`src/rtl/nand_reduce_pipe.sv`:
```
// Multi-lane AND/NAND reduction built from a 3-input AND tree. Each tree level
// is one register rank, and the ranks pass beats along with valid/ready.
module nand_reduce_pipe #(
  parameter int NIN   = 9,
  parameter int WIDTH = 4
) (
  input  logic                 CLK,
  input  logic                 RST,
  input  logic [WIDTH*NIN-1:0] A,
  input  logic                 INV,
  input  logic                 IN_VALID,
  output logic                 IN_READY,
  output logic [WIDTH-1:0]     ZN,
  output logic                 OUT_VALID,
  input  logic                 OUT_READY
);

  function automatic int nodes_at(input int n, input int k);
    int c;
    c = n;
    for (int i = 0; i < k; i++) c = (c + 2) / 3;
    return c;
  endfunction

  function automatic int calc_stages(input int n);
    int c;
    int s;
    c = n;
    s = 0;
    while (c > 1) begin
      c = (c + 2) / 3;
      s++;
    end
    return s;
  endfunction

  localparam int STAGES = calc_stages(NIN);

  for (genvar k = 1; k <= STAGES; k++) begin : g_stg
    localparam int NI = nodes_at(NIN, k - 1);
    localparam int NO = nodes_at(NIN, k);

    logic [WIDTH*NI-1:0]   d_in;
    logic [WIDTH*3*NO-1:0] d_pad;
    logic [WIDTH*NO-1:0]   d_red;
    logic [WIDTH*NO-1:0]   q;
    logic                  v_in;
    logic                  inv_in;
    logic                  rdy_dn;
    logic                  v;
    logic                  inv_q;
    logic                  rdy;

    if (k == 1) begin : g_first
      assign d_in   = A;
      assign v_in   = IN_VALID;
      assign inv_in = INV;
    end else begin : g_chain
      assign d_in   = g_stg[k-1].q;
      assign v_in   = g_stg[k-1].v;
      assign inv_in = g_stg[k-1].inv_q;
    end

    if (k == STAGES) begin : g_last
      assign rdy_dn = OUT_READY;
    end else begin : g_inner
      assign rdy_dn = g_stg[k+1].rdy;
    end

    // Each lane's children are padded up to a multiple of 3 with ones, so the
    // partial group at the top of a lane still reduces to a plain AND.
    always_comb begin
      d_pad = '1;
      d_red = '0;
      for (int l = 0; l < WIDTH; l++) begin
        d_pad[l*3*NO +: NI] = d_in[l*NI +: NI];
      end
      for (int l = 0; l < WIDTH; l++) begin
        for (int n = 0; n < NO; n++) begin
          d_red[l*NO + n] = &d_pad[l*3*NO + 3*n +: 3];
        end
      end
    end

    assign rdy = !v || rdy_dn;

    always_ff @(posedge CLK or posedge RST) begin
      if (RST) begin
        v     <= 1'b0;
        inv_q <= 1'b0;
        q     <= '0;
      end else if (rdy) begin
        v     <= v_in;
        inv_q <= inv_in;
        q     <= d_red;
      end
    end
  end

  assign IN_READY  = g_stg[1].rdy;
  assign OUT_VALID = g_stg[STAGES].v;
  assign ZN        = g_stg[STAGES].inv_q ? ~g_stg[STAGES].q : g_stg[STAGES].q;

endmodule

```
`config.mk`:
```
export PLATFORM = sky130hd
export DESIGN_NAME = nand_reduce_pipe
export DESIGN_NICKNAME = d
export VERILOG_FILES = /design/src/rtl/nand_reduce_pipe.sv
export SDC_FILE = /design/constraint.sdc
export NUM_CORES = 1
export LEC_CHECK = 0
export BUFFER_PORTS_ARGS = -buffer_cell sky130_fd_sc_hd__buf_4
export CAP_MARGIN = 20
export CORE_AREA = 5 5 80 52
export CTS_CLUSTER_DIAMETER = 150
export DETAILED_ROUTE_END_ITERATION = 7
export DIE_AREA = 0 0 85 57
export PLACE_DENSITY = 0.66
export SKIP_LAST_GASP = 1
export SYNTH_ARGS = -nofsm -noshare
export SYNTH_HDL_FRONTEND = slang
export SYNTH_SLANG_ARGS = --single-unit
```
`constraint.sdc`:
```
create_clock -name CLK -period 1.13 [get_ports CLK]
set_input_delay 0.1695 -clock CLK [delete_from_list [all_inputs] [get_ports CLK]]
set_output_delay 0.1695 -clock CLK [all_outputs]
set_load 0.01 [all_outputs]
```
==> flow_metrics.py, run 1 <==
metrics = {
    "run_status": {
        "failing_checks": "negative setup slack",
        "outcome": "finished with violations",
    },
    "timing": {
        "slew_headroom_pct": 83.6,
        "fin_crit_sh_pct": 107,
        "report.final.slew_viol_count": 0,
        "timing.clock.skew_ns": 0.00445,
        "hold_violations": 0,
        "timing.final.crit_period_ns": 1.21,
        "setup_repair_after_global_routing_missed_its_margin": "yes",
        "tightestPinTransition_ns": 0.246,
        "clock.fmax_mhz": 825,
        "final.hold.worst_slack_ns": 0.106,
        "fin_ws_ns": -0.0825,
        "finalSetupViolations": 11,
    },
    "floorplanning": {
        "row_count": 17,
        "die-area_mm2": 0.00485,
        "floorplan.core_area_mm2": 0.00345,
        "initial_utilization_pct": 27.0,
        "floorplan.die.height_um": 57,
        "design.portCount": 47,
        "die_w_um": 85,
    },
    "layout": {
        "nNetsFinal": 163,
        "finalCoreUtilization_pct": 44.0,
        "num_antenna_cells": 0,
        "syn2layout_area_growth_pct": 63.1,
        "drive_gt1_share_pct": 64.5,
        "finalNonFillerCells": 168,
    },
    "detailed_routing": {
        "total_routed_wirelength_um": 2120,
        "route.detailed.vias_per_inst": 4.20,
        "first_iter_violations": 19,
        "num_vias": 706,
        "firstDrtPassIters": 3,
        "wl_per_cell_um": 12.6,
        "ant_nets": 0,
        "drc": 0,
    },
    "synth": {
        "synth.top_cells.by_count": "sky130_fd_sc_hd__dfrtp_1 (20), sky130_fd_sc_hd__and3_1 (16), sky130_fd_sc_hd__mux2_2 (10), sky130_fd_sc_hd__mux2_4 (8), sky130_fd_sc_hd__xor2_1 (4)",
        "postSynthRegisterBits": 20,
        "synth.top_cell.area_share_pct": 53.8,
        "seq_total_area_yosys_pct": 53.8,
        "synthesis.nets": 107,
        "yosysTopAreaCell": "sky130_fd_sc_hd__dfrtp_1",
        "ys_types": 10,
        "postSynthAreaPerCell_um2": 14.1,
        "synth.yosys.warnings": 0,
        "mappedNetlistArea_um2": 930,
        "synth-async-reset-ratio_pct": 100,
        "syn-instance-count": 66,
        "ys.flop_type": "sky130_fd_sc_hd__dfrtp_1",
        "post-synth-top-count-cell": "sky130_fd_sc_hd__dfrtp_1",
        "post_synth_main_area_contributors": "sky130_fd_sc_hd__dfrtp_1 (54%), sky130_fd_sc_hd__mux2_4 (13%), sky130_fd_sc_hd__mux2_2 (12%)",
        "synth-edff-count": 0,
    },
    "job": {
        "drv_cap": 0,
    },
    "hold_path": {
        "hold_path.class": "input pin to flop",
        "hold_path_depth": 2,
    },
    "worst_setup_path": {
        "crit_type": "flop to primary output",
        "worst-endpoint-arrival_ns": 1.04,
        "r2r_slack_ns": -0.02,
        "cp-start-kind": "flop",
        "rr_worst_depth": 3,
        "path_max_fanout": 5,
        "cp_data_required_time_ns": 0.96,
        "setup.worst_path.end_class": "primary output",
    },
    "global_route": {
        "grt_remaining_overflow": 0,
        "pin_count_of_the_biggest_net_entering_global_routing": 21,
        "first_global_vias": 729,
        "grt.total_usage_pct": 8.81,
        "grt_pass1_wl_um": 3330,
        "grt_antenna_before_repair": 0,
    },
    "cts": {
        "cts_tree": "built",
        "clkSinkCount": 20,
        "cts-buffers-inserted": 3,
        "worst_setup_hold_path_clk_slew_ns": 0.07,
        "clock_insertion_delay_worst_skew_ns": 0.26,
        "clk_root_buffer_cell": "sky130_fd_sc_hd__clkbuf_8",
        "htreeDepth": 1,
        "clock_tree.buffer_depth": 2,
    },
    "placement": {
        "detailedPlacementHpwl_um": 1630,
        "routabilityCongestion": 0.666,
        "dp_worst_setup_slack_ns": -0.0123,
        "port_buffers": 46,
        "dpl.cell_count": 159,
    },
    "pwr": {
        "power_density_mw_per_mm2": 1110,
        "peakVddDrop_v": 0.000317,
        "p_leak_nw": 0.858,
    },
}
-- cell families (layout without fill, tap and decap cells) --
kind of cell | after synthesis | in the layout | synth area share (%)
xor+xnor | 4 | 4 | 3.77
simple gates | 20 | 20 | 14.9
mux | 18 | 18 | 25.0
flops | 20 | 20 | 53.8
buf+inv | 4 | 59 | 2.42
-- layout make-up --
type	count	area, um2
clock buffers	4	55.1
repair buffers	54	453
flip-flops and latches	20	502
well taps	47	58.8
multi-input cells	42	444
inverters	1	3.75
fillers	326	1930
-- metrics by stage --
| step | total power, mW | cell area (um2) | setup TNS (ns) |
|---|---|---|---|
| 2_1_floorplan | 0.943 | 935 | -0.0850 |
| 3_3_place_gp | 1.10 | 1340 | 0 |
| 3_5_place_dp | 1.11 | 1340 | -0.0514 |
| 4_1_cts | 1.67 | 1440 | -0.340 |
| 5_1_grt | 1.77 | 1520 | -1.42 |
| 6_report | 1.69 | 1520 | -0.372 |
-- report_power, final --
| group | switching [mW] | internal [mW] | leakage (nW) |
|---|---|---|---|
| Clock | 0.219 | 0.310 | 0.0288 |
| Sequential | 0.0367 | 0.758 | 0.261 |
| Combinational | 0.114 | 0.249 | 0.569 |
| Total | 0.370 | 1.32 | 0.858 |
-- placed cells by master, fill, tap and decap left out --
master	instances
sky130_fd_sc_hd__and3_1	16
sky130_fd_sc_hd__xor2_2	1
sky130_fd_sc_hd__dlygate4sd3_1	1
sky130_fd_sc_hd__mux2_2	2
sky130_fd_sc_hd__buf_6	4
sky130_fd_sc_hd__clkbuf_8	4
sky130_fd_sc_hd__mux2_4	16
sky130_fd_sc_hd__buf_4	47
sky130_fd_sc_hd__nand2b_1	3
sky130_fd_sc_hd__clkbuf_16	1
sky130_fd_sc_hd__dfrtp_2	1
sky130_fd_sc_hd__buf_12	1
sky130_fd_sc_hd__xor2_1	3
sky130_fd_sc_hd__nand3b_4	1
sky130_fd_sc_hd__dfrtp_1	19
sky130_fd_sc_hd__inv_1	1
-- worst max-delay path: stages, from the launching register on --
cell                      delay, ns
sky130_fd_sc_hd__dfrtp_2       0.47
sky130_fd_sc_hd__xor2_2        0.17
sky130_fd_sc_hd__buf_4         0.15
-- flip-flops by register name, summed over array words and instances, names as in the netlist --
| name | cells |
|---|---|
| OUT_VALID | 1 |
| g_stg.q | 16 |
| g_stg.inv_q | 2 |
| g_stg.v | 1 |
-- path summary, 6_finish.rpt --
kind | start | end
worst max register to register | OUT_VALID | g_stg[1].q[7]
min in group asynchronous | RST | g_stg[1].q[5]
worst min register to register | g_stg[1].q[3] | g_stg[1].q[3]
worst max-delay path | g_stg[2].inv_q | ZN[3]
worst min-delay path | IN_VALID | g_stg[1].v
max in group asynchronous | RST | g_stg[2].inv_q
-- per-layer routing --
| metal | GRT usage (%) | part of all wire (%) |
|---|---|---|
| met4 | 3.39 | 1.5 |
| met2 | 14.0 | 50 |
| met1 | 10.7 | 42 |
| met3 | 3.61 | 7.3 |
| met5 | 0 | 0 |
-- repair_timing --
action | CTS | global route
pin swaps | 2 | 1
buffers inserted | 2 | 1
hold buffers | 1 | 0
cloned | 0 | 1
endpoints found under the setup margin | 18 | 21
endpoints found under the hold margin | 20 | 0
resized for setup | 2 | 12
Note: power is estimated with default switching activity, not from simulation.
==> inputs of run 2 (changes only) <==
--- a/config.mk
+++ b/config.mk
@@ -5,13 +5,14 @@
 export SDC_FILE = /design/constraint.sdc
 export NUM_CORES = 1
 export LEC_CHECK = 0
+export ABC_AREA = 1
 export BUFFER_PORTS_ARGS = -buffer_cell sky130_fd_sc_hd__buf_4
 export CAP_MARGIN = 20
-export CORE_AREA = 5 5 80 52
+export CORE_AREA = 5 5 84 55
 export CTS_CLUSTER_DIAMETER = 150
 export DETAILED_ROUTE_END_ITERATION = 7
-export DIE_AREA = 0 0 85 57
-export PLACE_DENSITY = 0.66
+export DIE_AREA = 0 0 89 60
+export PLACE_DENSITY = 0.65
 export SKIP_LAST_GASP = 1
 export SYNTH_ARGS = -nofsm -noshare
 export SYNTH_HDL_FRONTEND = slang
==> run 2 against run 1 <==
Compared with the run above:
- the flow still finishes with violations (negative setup slack)
- first-iteration DRC count grew 110%
- flip-flop and latch count did not move
- largest cell class unchanged
- fmax increased by 3.1%
==> flow_metrics.py, run 2 <==
metrics = {
    "run_status": {
        "outcome": "finished with violations",
        "failing_checks": "negative setup slack",
    },
    "layout": {
        "mostFrequentLayoutCell": "sky130_fd_sc_hd__nand2_1",
        "mostFrequentLayoutCells": "sky130_fd_sc_hd__nand2_1 (58), sky130_fd_sc_hd__buf_4 (49), sky130_fd_sc_hd__dfrtp_1 (19), sky130_fd_sc_hd__inv_1 (19), sky130_fd_sc_hd__nor2_1 (16)",
        "largest_register_ffs": 16,
        "finish.instance_area_mm2": 0.00155,
        "nNetsFinal": 235,
        "largest-register": "g_stg.q",
        "reg.largest.list": "g_stg.q (16), g_stg.inv_q (2)",
        "syn2layout_area_growth_pct": 47.6,
        "num_antenna_cells": 0,
        "finalNonFillerCells": 243,
        "finalCoreUtilization_pct": 40.3,
        "drive_gt1_share_pct": 32.1,
    },
    "cts": {
        "clock_tree.buffer_depth": 2,
        "clkSinkCount": 20,
        "clk_root_buffer_cell": "sky130_fd_sc_hd__clkbuf_8",
        "cts_tree": "built",
        "clock_insertion_delay_worst_skew_ns": 0.26,
        "htreeDepth": 1,
        "cts-buffers-inserted": 3,
        "worst_setup_hold_path_clk_slew_ns": 0.07,
    },
    "worst_setup_path": {
        "r2r_slack_ns": 0.10,
        "worstReg2RegEnd": "OUT_VALID",
        "largest_stage_delay_worst_path_ns": 0.45,
        "cp-start-kind": "flop",
        "rr_worst_depth": 4,
        "worst-endpoint-arrival_ns": 1.01,
        "path_max_fanout": 5,
        "crit_type": "flop to primary output",
        "launch_point_of_the_worst_reg_to_reg_path": "OUT_VALID",
        "setup.worst_path.end_class": "primary output",
        "crit_slowest_cell": "sky130_fd_sc_hd__dfrtp_2",
        "cp_data_required_time_ns": 0.96,
        "timing.critical_path.cells": "xor2_1 > buf_4",
    },
    "timing": {
        "timing.clock.skew_ns": 0.00387,
        "fin_crit_sh_pct": 104,
        "fin_ws_ns": -0.0461,
        "tightestPinTransition_ns": 0.256,
        "report.final.slew_viol_count": 0,
        "final.hold.worst_slack_ns": 0.0884,
        "setup_repair_after_global_routing_missed_its_margin": "yes",
        "clock.fmax_mhz": 850,
        "finalSetupViolations": 4,
        "hold_violations": 0,
        "slew_headroom_pct": 82.9,
        "timing.final.crit_period_ns": 1.18,
        "setup-tns-final_ns": -0.165,
    },
    "placement": {
        "dp_worst_setup_slack_ns": 0.118,
        "post_dp_cell_area_mm2": 0.00145,
        "port_buffers": 46,
        "routabilityCongestion": 0.796,
        "detailedPlacementHpwl_um": 1830,
        "dpl.cell_count": 236,
    },
    "detailed_routing": {
        "drc": 0,
        "num_vias": 958,
        "wl_per_cell_um": 9.86,
        "total_routed_wirelength_um": 2400,
        "first_iter_violations": 39,
        "route.detailed.vias_per_inst": 3.94,
        "ant_nets": 0,
        "firstDrtPassIters": 4,
    },
    "synth": {
        "synth.top_cell.area_share_pct": 47.6,
        "synthesis.nets": 182,
        "synth-edff-count": 0,
        "post_synth_main_area_contributors": "sky130_fd_sc_hd__dfrtp_1 (48%), sky130_fd_sc_hd__nand2_1 (21%), sky130_fd_sc_hd__nand4_1 (7.7%)",
        "ys_types": 14,
        "seq_total_area_yosys_pct": 47.6,
        "synth.yosys.warnings": 0,
        "post-synth-top-count-cell": "sky130_fd_sc_hd__nand2_1",
        "mappedNetlistArea_mm2": 0.00105,
        "synth.top_cells.by_count": "sky130_fd_sc_hd__nand2_1 (59), sky130_fd_sc_hd__dfrtp_1 (20), sky130_fd_sc_hd__inv_1 (19), sky130_fd_sc_hd__nor2_1 (16), sky130_fd_sc_hd__nand4_1 (13)",
        "postSynthRegisterBits": 20,
        "ys.flop_type": "sky130_fd_sc_hd__dfrtp_1",
        "postSynthAreaPerCell_um2": 7.46,
        "syn-instance-count": 141,
        "yosysTopAreaCell": "sky130_fd_sc_hd__dfrtp_1",
        "synth-async-reset-ratio_pct": 100,
    },
    "floorplanning": {
        "floorplan.die.height_um": 60,
        "floorplan.core_area_mm2": 0.00385,
        "die_w_um": 89,
        "row_count": 18,
        "initial_utilization_pct": 27.3,
        "die-area_mm2": 0.00534,
        "design.portCount": 47,
    },
    "global_route": {
        "use_met2_pct": 13.5,
        "grt_pass1_wl_um": 4040,
        "groute.layer.met1.usage_pct": 14.5,
        "grt.total_usage_pct": 9.97,
        "pin_count_of_the_biggest_net_entering_global_routing": 21,
        "global_route.peak_usage_layer": "met1",
        "global_route.usage.met3_pct": 4.55,
        "grt_antenna_before_repair": 0,
        "grt_remaining_overflow": 0,
        "first_global_vias": 868,
    },
    "hold_path": {
        "hold_path.class": "input pin to flop",
        "hold_path_depth": 3,
        "hold_path_end": "g_stg[1].v",
        "worst_hold_startpoint": "IN_VALID",
    },
    "pwr": {
        "power_density_mw_per_mm2": 1080,
        "peakVddDrop_v": 0.000391,
        "finalPower_mw": 1.68,
        "p_leak_nw": 0.894,
    },
    "job": {
        "drv_cap": 0,
    },
}
-- run 2: cell types whose count changed after synthesis, sizes merged, moves of 3 or more --
| cell | change |
|---|---|
| buf | +4 |
| nand2 | +59 |
| inv | +19 |
| mux2 | -18 |
| and3 | -16 |
| nand2b | -3 |
| nand4 | +13 |
| nor2 | +17 |
-- run 2: logic make-up after synthesis --
family	count (synthesis)	share of synthesized area [%]
simple gates	91	37.8
buf+inv	26	11.3
flops	20	47.6
xor+xnor	4	3.33
-- run 2: report_power, final --
group	leakage, nW	switching (mW)	total (mW)	internal, mW
Sequential	0.261	0.0326	0.789	0.757
Combinational	0.604	0.153	0.347	0.194
Clock	0.0288	0.229	0.539	0.310
Total	0.894	0.415	1.68	1.26
-- run 2: cell type report --
cell class | instances | area (um2)
Fill cell | 399 | 2300
Sequential cell | 20 | 502
Multi-Input combinational cell | 95 | 435
Timing Repair Buffer | 54 | 423
Inverter | 20 | 75.1
Tap cell | 50 | 62.6
Clock buffer | 4 | 55.1
-- run 2: repair_timing --
action,in CTS,in global routing
setup buffers,2,0
pin swaps,2,1
setup endpoints to repair,6,11
endpoints found under the hold margin,20,0
hold buffers,1,0
resized for setup,3,3
-- run 2: how the worst max path moves through the flow --
stage,start,end,slack (ns),cells past startpoint
2_1_floorplan,OUT_VALID,g_stg[1].q[0],0.10,5
3_3_place_gp,OUT_VALID,g_stg[2].q[0],0.15,4
3_5_place_dp,OUT_VALID,g_stg[2].q[0],0.12,4
4_1_cts,g_stg[2].inv_q,ZN[3],-0.06,2
5_1_grt,g_stg[2].inv_q,ZN[3],-0.11,2
6_report,g_stg[2].inv_q,ZN[3],-0.05,2
-- run 2: critical path: cells and delay by family, from the launching register on --
| kind | cells | cell delay (ns) |
|---|---|---|
| flops | 1 | 0.45 |
| buf+inv | 1 | 0.14 |
| xor+xnor | 1 | 0.15 |
-- run 2: metal layers --
metal | vias to the layer above | wire (um)
met5 | - | 0
met1 | 392 | 1230
met2 | 33 | 936
li1 | 531 | -
met3 | 2 | 210
met4 | 0 | 16
